File: src/rtl/mips_multicycle_ctrl.sv
// Multi-cycle MIPS control FSM: FETCH/DECODE/EXEC/MEM/WB sequencing with memory-ready stalls,
// wait timeout, sticky error flags and cycle/retire counters. Optional bne support: MIPS_MC_BNE_EN.
module mips_multicycle_ctrl #(
  parameter int unsigned CNT_W       = 32,
  parameter int unsigned MEM_TIMEOUT = 15,
  parameter int unsigned STATE_W     = 4
) (
  input  logic               clk,
  input  logic               rst,
  input  logic [5:0]         opcode,
  input  logic [5:0]         funct,
  input  logic               zero,
  input  logic               mem_ready,
  output logic               PCWrite,
  output logic               PCWriteCond,
`ifdef MIPS_MC_BNE_EN
  output logic               PCWriteCondN,
`endif
  output logic               IorD,
  output logic               MemRead,
  output logic               MemWrite,
  output logic               MemtoReg,
  output logic               IRWrite,
  output logic               RegWrite,
  output logic               RegDst,
  output logic               ALUSrcA,
  output logic [1:0]         PCSource,
  output logic [1:0]         ALUOp,
  output logic [1:0]         ALUSrcB,
  output logic [STATE_W-1:0] state,
  output logic               illegal_op,
  output logic               mem_err,
  output logic [CNT_W-1:0]   cycle_cnt,
  output logic [CNT_W-1:0]   instr_cnt
);

  localparam int unsigned WaitW = (MEM_TIMEOUT > 0) ? $clog2(MEM_TIMEOUT + 1) : 1;

  localparam logic [5:0] OpRtype = 6'h00;
  localparam logic [5:0] OpJ     = 6'h02;
  localparam logic [5:0] OpBeq   = 6'h04;
  localparam logic [5:0] OpAddi  = 6'h08;
  localparam logic [5:0] OpLw    = 6'h23;
  localparam logic [5:0] OpSw    = 6'h2B;
`ifdef MIPS_MC_BNE_EN
  localparam logic [5:0] OpBne   = 6'h05;
`endif

  typedef enum logic [3:0] {
    StFetch  = 4'd0,
    StDecode = 4'd1,
    StMemAdr = 4'd2,
    StMemRd  = 4'd3,
    StMemWb  = 4'd4,
    StMemWr  = 4'd5,
    StExec   = 4'd6,
    StRwb    = 4'd7,
    StBranch = 4'd8,
    StJump   = 4'd9,
    StAddiEx = 4'd10,
    StAddiWb = 4'd11,
    StHalt   = 4'd15
  } state_e;

  state_e             state_q, state_d;
  logic [WaitW-1:0]   wait_q, wait_d;
  logic               illegal_q, illegal_d;
  logic               mem_err_q, mem_err_d;
  logic [CNT_W-1:0]   cycle_q, instr_q;
  logic               retire;
  logic               wait_inc;

  // funct is decoded by the ALU control; zero only matters when bne support is built in.
  logic unused_inputs;
`ifdef MIPS_MC_BNE_EN
  assign unused_inputs = ^funct;
`else
  assign unused_inputs = ^{funct, zero};
`endif

  always_comb begin
    state_d   = state_q;
    wait_d    = wait_q;
    illegal_d = illegal_q;
    mem_err_d = mem_err_q;
    retire    = 1'b0;
    wait_inc  = 1'b0;
    case (state_q)
      StFetch: begin
        if (mem_ready) state_d = StDecode;
        else           wait_inc = 1'b1;
      end
      StDecode: begin
        case (opcode)
          OpRtype:     state_d = StExec;
          OpLw, OpSw:  state_d = StMemAdr;
          OpBeq:       state_d = StBranch;
`ifdef MIPS_MC_BNE_EN
          OpBne:       state_d = StBranch;
`endif
          OpJ:         state_d = StJump;
          OpAddi:      state_d = StAddiEx;
          default: begin
            illegal_d = 1'b1;
            state_d   = StFetch;
          end
        endcase
      end
      StMemAdr: state_d = (opcode == OpSw) ? StMemWr : StMemRd;
      StMemRd: begin
        if (mem_ready) state_d = StMemWb;
        else           wait_inc = 1'b1;
      end
      StMemWr: begin
        if (mem_ready) begin
          state_d = StFetch;
          retire  = 1'b1;
        end else begin
          wait_inc = 1'b1;
        end
      end
      StMemWb, StRwb, StBranch, StJump, StAddiWb: begin
        state_d = StFetch;
        retire  = 1'b1;
      end
      StExec:   state_d = StRwb;
      StAddiEx: state_d = StAddiWb;
      StHalt:   state_d = StHalt;
      default:  state_d = StFetch;
    endcase

    // Only reached while mem_ready is low, so a ready on the limit cycle always wins.
    if (wait_inc && (MEM_TIMEOUT != 0)) begin
      wait_d = wait_q + 1'b1;
      if ((32'(wait_q) + 32'd1) == MEM_TIMEOUT) begin
        mem_err_d = 1'b1;
        state_d   = StHalt;
      end
    end
    if (state_d != state_q) wait_d = '0;
  end

  always_ff @(posedge clk or negedge rst) begin
    if (!rst) begin
      state_q   <= StFetch;
      wait_q    <= '0;
      illegal_q <= 1'b0;
      mem_err_q <= 1'b0;
      cycle_q   <= '0;
      instr_q   <= '0;
    end else begin
      state_q   <= state_d;
      wait_q    <= wait_d;
      illegal_q <= illegal_d;
      mem_err_q <= mem_err_d;
      if (state_q != StHalt) cycle_q <= cycle_q + 1'b1;
      if (retire)            instr_q <= instr_q + 1'b1;
    end
  end

  // Moore decode of the current state; FETCH also gates IR/PC loads with mem_ready.
  always_comb begin
    PCWrite     = 1'b0;
    PCWriteCond = 1'b0;
`ifdef MIPS_MC_BNE_EN
    PCWriteCondN = 1'b0;
`endif
    IorD     = 1'b0;
    MemRead  = 1'b0;
    MemWrite = 1'b0;
    MemtoReg = 1'b0;
    IRWrite  = 1'b0;
    RegWrite = 1'b0;
    RegDst   = 1'b0;
    ALUSrcA  = 1'b0;
    PCSource = 2'b00;
    ALUOp    = 2'b00;
    ALUSrcB  = 2'b00;
    case (state_q)
      StFetch: begin
        MemRead = 1'b1;
        ALUSrcB = 2'b01;
        IRWrite = mem_ready;
        PCWrite = mem_ready;
      end
      StDecode: ALUSrcB = 2'b11;
      StMemAdr: begin
        ALUSrcA = 1'b1;
        ALUSrcB = 2'b10;
      end
      StMemRd: begin
        MemRead = 1'b1;
        IorD    = 1'b1;
      end
      StMemWr: begin
        MemWrite = 1'b1;
        IorD     = 1'b1;
      end
      StMemWb: begin
        MemtoReg = 1'b1;
        RegWrite = 1'b1;
      end
      StExec: begin
        ALUSrcA = 1'b1;
        ALUOp   = 2'b10;
      end
      StRwb: begin
        RegDst   = 1'b1;
        RegWrite = 1'b1;
      end
      StBranch: begin
        ALUSrcA  = 1'b1;
        ALUOp    = 2'b01;
        PCSource = 2'b01;
`ifdef MIPS_MC_BNE_EN
        PCWriteCondN = (opcode == OpBne);
        PCWriteCond  = (opcode == OpBne) ? ~zero : zero;
`else
        PCWriteCond  = 1'b1;
`endif
      end
      StJump: begin
        PCWrite  = 1'b1;
        PCSource = 2'b10;
      end
      StAddiEx: begin
        ALUSrcA = 1'b1;
        ALUSrcB = 2'b10;
      end
      StAddiWb: RegWrite = 1'b1;
      default: ;
    endcase
  end

  assign state      = STATE_W'(state_q);
  assign illegal_op = illegal_q;
  assign mem_err    = mem_err_q;
  assign cycle_cnt  = cycle_q;
  assign instr_cnt  = instr_q;

endmodule

File: config.mk
export PLATFORM = sky130hd
export DESIGN_NAME = mips_multicycle_ctrl
export DESIGN_NICKNAME = d
export VERILOG_FILES = /design/src/rtl/mips_multicycle_ctrl.sv
export SDC_FILE = /design/constraint.sdc
export NUM_CORES = 1
export LEC_CHECK = 0
export CORE_MARGIN = 4
export CORE_UTILIZATION = 30
export DETAILED_ROUTE_END_ITERATION = 6
export GPL_ROUTABILITY_DRIVEN = 1
export GPL_TIMING_DRIVEN = 0
export PLACE_DENSITY = 0.62
export SYNTH_ARGS = -nofsm -noshare
export SYNTH_HDL_FRONTEND = slang
export SYNTH_SLANG_ARGS = --single-unit
File: constraint.sdc
create_clock -name clk -period 1.9 [get_ports clk]
set_input_delay 0.57 -clock clk [delete_from_list [all_inputs] [get_ports clk]]
set_output_delay 0.57 -clock clk [all_outputs]
set_load 0.02 [all_outputs]
==> run summary, run 1 <==
ROUTING
----------------------------------------------------------------------------------------------------
Residual antenna-violating net count after detailed routing ...........................            0
Starting DRC count in detailed routing ................................................           85
Final wirelength ......................................................................      10.7 mm
DR pass1 iterations ...................................................................            4
Detailed-route DRC error count ........................................................            0
Routed WL per cell ....................................................................      14.8 um
Total vias in the final route .........................................................         3499
Routed via count divided by cell count ................................................         4.83

LAYOUT
----------------------------------------------------------------------------------------------------
Layout filler cell count ..............................................................         1180
Share of layout cells above drive strength 1 ..........................................        36.7%
Net count reported at finish ..........................................................          568
Post-route core utilization ...........................................................        51.2%
Final antenna diode count .............................................................            0
Cell Count, Final, Fillers Out ........................................................          725
Area Growth Syn to Fin ................................................................        66.7%

CLOCK NETWORK
----------------------------------------------------------------------------------------------------
Clock root buffer ..................................................................... sky130_fd_sc_hd__clkbuf_16
Clock tree from TritonCTS .............................................................         done
Num Clock Sinks .......................................................................           74
Clock-pin slew reported for the worst setup and hold paths after clock tree synthesis .      0.06 ns
Clock latency on the worst-skew pair ..................................................      0.34 ns
# H-tree levels .......................................................................            3
TritonCTS buffer count ................................................................            9
Hold buffer count at cts ..............................................................            0
Buffer depth of the longest clock path ................................................            2

STA
----------------------------------------------------------------------------------------------------
Unrepaired setup endpoints after global routing .......................................          yes
Number of max-slew violations in the final report .....................................            0
Worst slew pin tran ...................................................................     0.371 ns
Number of setup violations in the final report ........................................           38
Post-Route Hold Slack .................................................................    0.0831 ns
Slew HR ...............................................................................        75.2%
Post-route clock period utilization ...................................................         115%
Worst-case clock skew .................................................................   0.00865 ns
Hold Violations, Final ................................................................            0
Fin worst setup slack .................................................................    -0.283 ns
Minimum period implied by the final worst setup slack .................................      2.18 ns
Highest attainable clock frequency ....................................................    0.458 GHz

YOSYS
----------------------------------------------------------------------------------------------------
Library cell with the highest instance count after synthesis .......................... sky130_fd_sc_hd__dfrtp_1
Library cell with the largest summed area after synthesis ............................. sky130_fd_sc_hd__dfrtp_1
Most frequent cells after synthesis ................................................... sky130_fd_sc_hd__dfrtp_1 (74), sky130_fd_sc_hd__xnor2_1 (44), sky130_fd_sc_hd__nand2_1 (35)
Share of flip-flops with an asynchronous set or reset .................................         100%
Average size of a mapped cell .........................................................   9.99 sq um
Number of cells produced by synthesis .................................................          389
Number of synthesized register bits ...................................................           74
Dominant cells by area after synthesis ................................................ sky130_fd_sc_hd__dfrtp_1 (48%), sky130_fd_sc_hd__xnor2_1 (9.9%), sky130_fd_sc_hd__xor2_1 (5.6%)
Area fraction of the dominant cell type after synthesis ...............................        47.6%
Count of different cell masters after synthesis .......................................           51
Sequential-to-total area share from yosys stat ........................................        47.6%
Net count of the mapped netlist .......................................................          409
Syn Std Cell Area ..................................................................... 0.00389 sq mm
Total of warnings raised by yosys .....................................................            0
Number of enable-type register cells in the synthesized netlist .......................            0
Main flop type after synthesis ........................................................ sky130_fd_sc_hd__dfrtp_1

CRITICAL PATH
----------------------------------------------------------------------------------------------------
Critical-path maximum fanout ..........................................................            5
Cell depth of the worst flop-to-flop path .............................................            7
List of cells traversed by the critical path .......................................... clkdlybuf4s15_1 > nor3b_4 > nor3b_4 > or2_4 > buf_6
Delay of the slowest critical-path stage ..............................................      0.33 ns
CP startpoint kind .................................................................... primary input
Required time of the worst setup path .................................................      1.33 ns
Crit-path leading delay family ........................................................ simple AND/OR/NAND/NOR gates
Slowest cell on crit path ............................................................. sky130_fd_sc_hd__clkdlybuf4s15_1
Critical setup path kind ..............................................................       in2out
Number of buffers and inverters on the critical path ..................................            2
CP Data Arrival Time ..................................................................      1.61 ns
Crit. path cell count .................................................................            5
Worst path most repeated cell ......................................................... sky130_fd_sc_hd__nor3b_4
Kind of capture point of the worst setup path .........................................  output port

GLOBAL ROUTE
----------------------------------------------------------------------------------------------------
GRT Total Usage .......................................................................        14.6%
Via count of the first global-routing pass ............................................         3546
Initial antenna violation count .......................................................            0
Pin count of the biggest net entering global routing ..................................           62
Wire length of the first global-routing pass ..........................................      17.2 mm
Remaining global-route overflow .......................................................            0

PLACEMENT
----------------------------------------------------------------------------------------------------
Dpl ws ................................................................................     -1.09 ns
Buffers added on ports ................................................................           94
Gpl congestion ........................................................................        0.791
Placed wire-length estimate ...........................................................      7.03 mm
Number of cells in the design after placement .........................................          656

DIE
----------------------------------------------------------------------------------------------------
Die Span X ............................................................................       122 um
DIE AREA .............................................................................. 0.0148 sq mm
Initial Util ..........................................................................        30.7%
I/O Pins ..............................................................................          102
DIE HEIGHT ............................................................................       122 um
Core ar. .............................................................................. 0.0127 sq mm
Row Count .............................................................................           41

OUTCOME
----------------------------------------------------------------------------------------------------
Run status ............................................................................ finished, violations left
Violations in the final reports ....................................................... negative setup slack

PWR
----------------------------------------------------------------------------------------------------
Total power per unit cell area ........................................................  974 mW/mm^2
IR Drop Worst-Case VDD ................................................................       540 uV
Leakage power figure ..................................................................      3.16 nW
Overall power consumption .............................................................      6.31 mW

JOB
----------------------------------------------------------------------------------------------------
# Max-Cap Violations ..................................................................            0

MIN PATH
----------------------------------------------------------------------------------------------------
Path category of the worst min-delay check ............................................     in2async

==> power by group <==
part           leakage (nW)  switching [mW]  internal, mW  total [mW]
logic                  2.02            1.27          1.21        2.48
clock network         0.167           0.679          1.23        1.91
registers             0.966           0.198          1.73        1.93
==> what timing repair did <==
action,in CTS,in global routing
setup buffers,30,26
pin swaps,26,34
resized for setup,219,65
gates cloned,1,0
endpoints found under the setup margin,124,66
==> registers in the layout, summed over array words and instances (netlist names) <==
name and flops:
illegal_op 1, instr_cnt 32, cycle_cnt 32, wait_q 4, state 4, mem_err 1
==> final timing paths <==
| kind | slack (ns) | to | startpoint |
|---|---|---|---|
| min in group clk | 0.45 | illegal_op | illegal_op |
| hold reg to reg | 0.45 | illegal_op | illegal_op |
| setup reg to reg | -0.23 | wait_q[3] | state[3] |
| hold / removal | 0.08 | cycle_cnt[13] | rst |
| max in group asynchronous | 1.22 | instr_cnt[5] | rst |
| setup / recovery | -0.28 | PCWrite | mem_ready |
==> cells in the final DEF (no fill, tap or decap), types with 6 or more instances in the layout <==
cell,n
sky130_fd_sc_hd__dlygate4sd2_1,64
sky130_fd_sc_hd__dfrtp_1,61
sky130_fd_sc_hd__buf_4,46
sky130_fd_sc_hd__xnor2_1,40
sky130_fd_sc_hd__buf_6,28
sky130_fd_sc_hd__nand2_1,27
sky130_fd_sc_hd__nand3_1,27
sky130_fd_sc_hd__xor2_1,25
sky130_fd_sc_hd__nor2_4,14
sky130_fd_sc_hd__nor2_1,14
sky130_fd_sc_hd__nand4_1,14
sky130_fd_sc_hd__dfrtp_2,13
sky130_fd_sc_hd__inv_1,9
sky130_fd_sc_hd__clkbuf_16,9
sky130_fd_sc_hd__dlymetal6s2s_1,8
sky130_fd_sc_hd__nor3_1,7
sky130_fd_sc_hd__o21ai_0,7
sky130_fd_sc_hd__and3_1,6
==> per-layer routing <==
layer / GRT usage (%) / vias up / wire length (um)
li1: - / 1688 / -
met1: 17.0 / 1725 / 4430
met2: 25.0 / 72 / 5570
met3: 4.87 / 14 / 550
met4: 5.25 / 0 / 178
met5: 0 / - / 0
==> area by class of cell <==
class / count / area, sq um / area share [%]
Buffer: 10 / 149 / 2.30
Clock buffer: 11 / 253 / 3.90
Clock inverter: 5 / 82.6 / 1.27
Inverter: 10 / 37.5 / 0.579
Multi-Input combinational cell: 292 / 2460 / 37.9
Sequential cell: 74 / 1870 / 28.8
Tap cell: 172 / 215 / 3.32
Timing Repair Buffer: 151 / 1420 / 21.9
==> cells by family (layout without fill, tap and decap cells) <==
family,Yosys count,count (layout),synth area share [%]
and+or+nand+nor,175,175,24.3
DFF,74,74,47.6
xor gates and xnor gates,69,69,15.5
AOI/OAI and AO/OA,42,42,7.92
buffers and inverters,23,187,2.70
adders and majority gates,4,4,1.29
muxes,2,2,0.579
==> metrics by stage <==
stage | area, sq um | setup TNS [ns]
4_1_cts | 6080 | -5.17
2_1_floorplan | 4130 | -0.426
3_3_place_gp | 5280 | -212.25
3_5_place_dp | 5310 | -32.26
6_report | 6480 | -5.32
5_1_grt | 6480 | -8.41
Note: power is estimated with default switching activity, not from simulation.
==> run 2, diff against run 1 <==
Settings changed: CTS_CLUSTER_SIZE set to 24.
==> results of run 2 <==
Final layout, timing and power as in run 1 (identical DEF).
==> run 3, diff against run 2 <==
Settings changed: SKIP_LAST_GASP set to 1, TNS_END_PERCENT set to 1.
==> run 3 against run 2 <==
Against the previous run:
- the flow still finishes with violations (negative setup slack)
- critical path depth up 1
- combinational power down 18%
- clock power down 11%
- die area unchanged
- sequential share of layout area up 3.7 points
- via count down 5.1%
- critical endpoint unchanged
==> run summary, run 3 (synthesis gave the netlist of run 1 again) <==
STA
----------------------------------------------------------------------------------------------------
Worst slew pin tran ...................................................................     0.489 ns   +0.117 ns
Final TNS setup .......................................................................    -12.10 ns   -6.78 ns
Post-route clock period utilization ...................................................         118%   +3.2 points
Worst-case clock skew .................................................................   0.00736 ns   -0.00129 ns
Number of max-slew violations in the final report .....................................            0   unchanged
Unrepaired setup endpoints after global routing .......................................          yes
Minimum period implied by the final worst setup slack .................................      2.24 ns   +0.0606 ns
Hold Violations, Final ................................................................            0   unchanged
Fin worst setup slack .................................................................    -0.344 ns   -0.0606 ns
Number of setup violations in the final report ........................................          107   +180%
Post-Route Hold Slack .................................................................     0.164 ns   +0.0810 ns
Highest attainable clock frequency ....................................................    0.446 GHz   -2.7%
Slew HR ...............................................................................        67.0%   -8.2 points

LAYOUT
----------------------------------------------------------------------------------------------------
Area Growth Syn to Fin ................................................................        47.1%
Share of layout cells above drive strength 1 ..........................................        20.0%   -17 points
Area taken by flip-flops and latches .................................................. 0.00186 sq mm   -0.40%
Net count reported at finish ..........................................................          526   -7.4%
Layout filler cell count ..............................................................         1220   +3.4%
Most common cell after layout, fill and taps aside .................................... sky130_fd_sc_hd__clkdlybuf4s50_1
Final antenna diode count .............................................................            0   unchanged
Area occupied by multi-input gates .................................................... 0.00212 sq mm   -14%
Commonest cells after routing, fill and taps aside .................................... sky130_fd_sc_hd__clkdlybuf4s50_1 (74), sky130_fd_sc_hd__dfrtp_1 (67), sky130_fd_sc_hd__xnor2_1 (44), sky130_fd_sc_hd__nand2_1 (35), sky130_fd_sc_hd__nand3_1 (32)
Layout Cell Area excl Fill ............................................................ 0.00572 sq mm   -12%

CRITICAL PATH
----------------------------------------------------------------------------------------------------
Required time of the worst setup path .................................................      1.33 ns   about the same
Slowest cell on crit path ............................................................. sky130_fd_sc_hd__dfrtp_2
Delay of the slowest critical-path stage ..............................................      0.40 ns   +0.07 ns
Cell depth of the worst flop-to-flop path .............................................            8   +1
CP Data Arrival Time ..................................................................      1.67 ns   +0.06 ns
Flop-to-flop setup slack ..............................................................     -0.24 ns   about the same
Kind of capture point of the worst setup path .........................................  output port
List of cells traversed by the critical path .......................................... buf_6 > buf_8 > nor3b_4 > nor3b_4 > or2_4 > buf_6
RR Endpoint ........................................................................... instr_cnt[13]
Critical setup path kind ..............................................................      reg2out
Launch instance of the worst register-to-register path ................................     state[1]
CP startpoint kind ....................................................................     register
Critical-path maximum fanout ..........................................................            5   unchanged

CLOCK NETWORK
----------------------------------------------------------------------------------------------------
Hold buffer count at cts ..............................................................            0   unchanged
Clock-pin slew reported for the worst setup and hold paths after clock tree synthesis .      0.06 ns   about the same
TritonCTS buffer count ................................................................            9   unchanged
Num Clock Sinks .......................................................................           74   unchanged
Clock root buffer ..................................................................... sky130_fd_sc_hd__clkbuf_16
# H-tree levels .......................................................................            3   unchanged
Buffer depth of the longest clock path ................................................            2   unchanged
Clock latency on the worst-skew pair ..................................................      0.34 ns   about the same
Clock tree from TritonCTS .............................................................         done

DIE
----------------------------------------------------------------------------------------------------
Initial Util ..........................................................................        30.7%   unchanged
I/O Pins ..............................................................................          102   unchanged
Die Span X ............................................................................       122 um   unchanged
DIE HEIGHT ............................................................................       122 um   unchanged
Core ar. .............................................................................. 0.0127 sq mm   unchanged
DIE AREA .............................................................................. 0.0148 sq mm   unchanged
Row Count .............................................................................           41   unchanged

PLACEMENT
----------------------------------------------------------------------------------------------------
Cell area after placement ............................................................. 0.00524 sq mm   -1.3%
Placed wire-length estimate ...........................................................      7.12 mm   +1.2%
Gpl congestion ........................................................................        0.816   +3.1%
Buffers added on ports ................................................................           94   unchanged

PWR
----------------------------------------------------------------------------------------------------
Share of power burned in registers ....................................................        33.8%   +3.3 points
IR Drop Worst-Case VDD ................................................................       487 uV   -9.7%
Total power per unit cell area ........................................................  990 mW/mm^2   +1.7%
Relative contribution of combinational cells to total power ...........................        36.0%   -3.3 points
Switching fraction of total power .....................................................        34.4%   +0.35 points
Switching power summed over all nets ..................................................      1.95 mW   -9.4%
Clock power share .....................................................................        30.1%   about the same
Leakage power figure ..................................................................      2.42 nW   -23%
Int Pwr ...............................................................................      3.71 mW   -11%

GLOBAL ROUTE
----------------------------------------------------------------------------------------------------
Global-route track usage on met3 ......................................................        3.34%   -1.5 points
Met1 capacity usage during global routing .............................................        17.3%   +0.30 points
Pin count of the biggest net entering global routing ..................................           49   -21%
Initial antenna violation count .......................................................            0   unchanged
Global Route met2 Usage ...............................................................        22.2%   -2.8 points
Remaining global-route overflow .......................................................            0   unchanged
GRT Total Usage .......................................................................        13.6%   -0.93 points
Wire length of the first global-routing pass ..........................................      16.3 mm   -5.7%
Via count of the first global-routing pass ............................................         3265   -7.9%
Grt peak-use layer ....................................................................         met2

ROUTING
----------------------------------------------------------------------------------------------------
Total vias in the final route .........................................................         3320   -5.1%
Final wirelength ......................................................................      9.78 mm   -8.8%
Routed via count divided by cell count ................................................         4.87   +0.87%
Detailed-route DRC error count ........................................................            0   unchanged
Residual antenna-violating net count after detailed routing ...........................            0   unchanged
Starting DRC count in detailed routing ................................................          181   +110%
Routed WL per cell ....................................................................      14.3 um   -3.0%
DR pass1 iterations ...................................................................            4   unchanged

MIN PATH
----------------------------------------------------------------------------------------------------
Path category of the worst min-delay check ............................................     in2async

OUTCOME
----------------------------------------------------------------------------------------------------
Run status ............................................................................ finished, violations left
Violations in the final reports ....................................................... negative setup slack

JOB
----------------------------------------------------------------------------------------------------
# Max-Cap Violations ..................................................................            0   unchanged

==> run 3: cell types whose count changed in the layout (fill, tap and decap cells not counted), moves of 7 or more <==
cell                              delta
sky130_fd_sc_hd__clkdlybuf4s50_1    +70
sky130_fd_sc_hd__dlygate4sd2_1      -62
sky130_fd_sc_hd__buf_4              -31
sky130_fd_sc_hd__buf_6              -21
sky130_fd_sc_hd__nor2_1             +14
sky130_fd_sc_hd__nor2_4             -13
sky130_fd_sc_hd__nand2_1             +8
sky130_fd_sc_hd__buf_2               +7
==> run 3: area by class of cell <==
cell class	count	share of cell area (%)
clock inverters	4	0.897
plain buffers	11	2.30
clock buffers	11	4.25
repair buffers	108	18.5
multi-input cells	292	37.1
well taps	172	3.76
inverters	10	0.656
flip-flops and latches	74	32.5
==> run 3: critical path: cells and delay by family (launching register included) <==
family	cells	cell delay (ns)
buf+inv	3	0.36
simple gates	3	0.57
flops	1	0.40
==> run 3: per-layer routing <==
layer	share of wire [%]	up-vias	routed length, um
met5	0	-	0
met4	2.2	0	216
met3	5.7	15	555
met2	49	81	4770
met1	43	1622	4250
li1	-	1602	-
==> run 3: worst max-delay path by stage <==
stage,to,slack (ns),startpoint
3_5_place_dp,PCWrite,-1.04,mem_ready
5_1_grt,PCWrite,-0.45,state[2]
4_1_cts,ALUOp[0],-0.37,state[2]
6_report,PCWrite,-0.34,state[2]
2_1_floorplan,ALUOp[0],-0.08,state[2]
3_3_place_gp,state[1],-2.66,rst
==> run 3: timing repair <==
action                                  in CTS  in global routing
pin swaps                                    1                  8
endpoints found under the setup margin     127                134
gates cloned                                 0                  1
resized for setup                           64                 30
setup buffers                                8                  4
==> run 3: power by group through the flow <==
stage	clock, mW	combinational [mW]	sequential [mW]
3_3_place_gp	0	1.83	1.95
6_report	1.70	2.04	1.92
2_1_floorplan	0	1.02	2.07
4_1_cts	1.76	1.91	1.92
3_5_place_dp	0	1.84	1.96
5_1_grt	1.82	2.20	1.95
==> run 3: metrics by stage <==
| stage | total power, mW | setup WS [ns] | cells | utilization [%] |
|---|---|---|---|---|
| CTS | 5.59 | -0.374 | 678 | 44.2 |
| global route | 5.97 | -0.446 | 682 | 45.1 |
| finish | 5.66 | -0.344 | 682 | 45.1 |
| global placement | 3.78 | -2.66 | 655 | 41.1 |
| detailed placement | 3.81 | -1.04 | 656 | 41.3 |
| floorplan | 3.10 | -0.0766 | 389 | - |
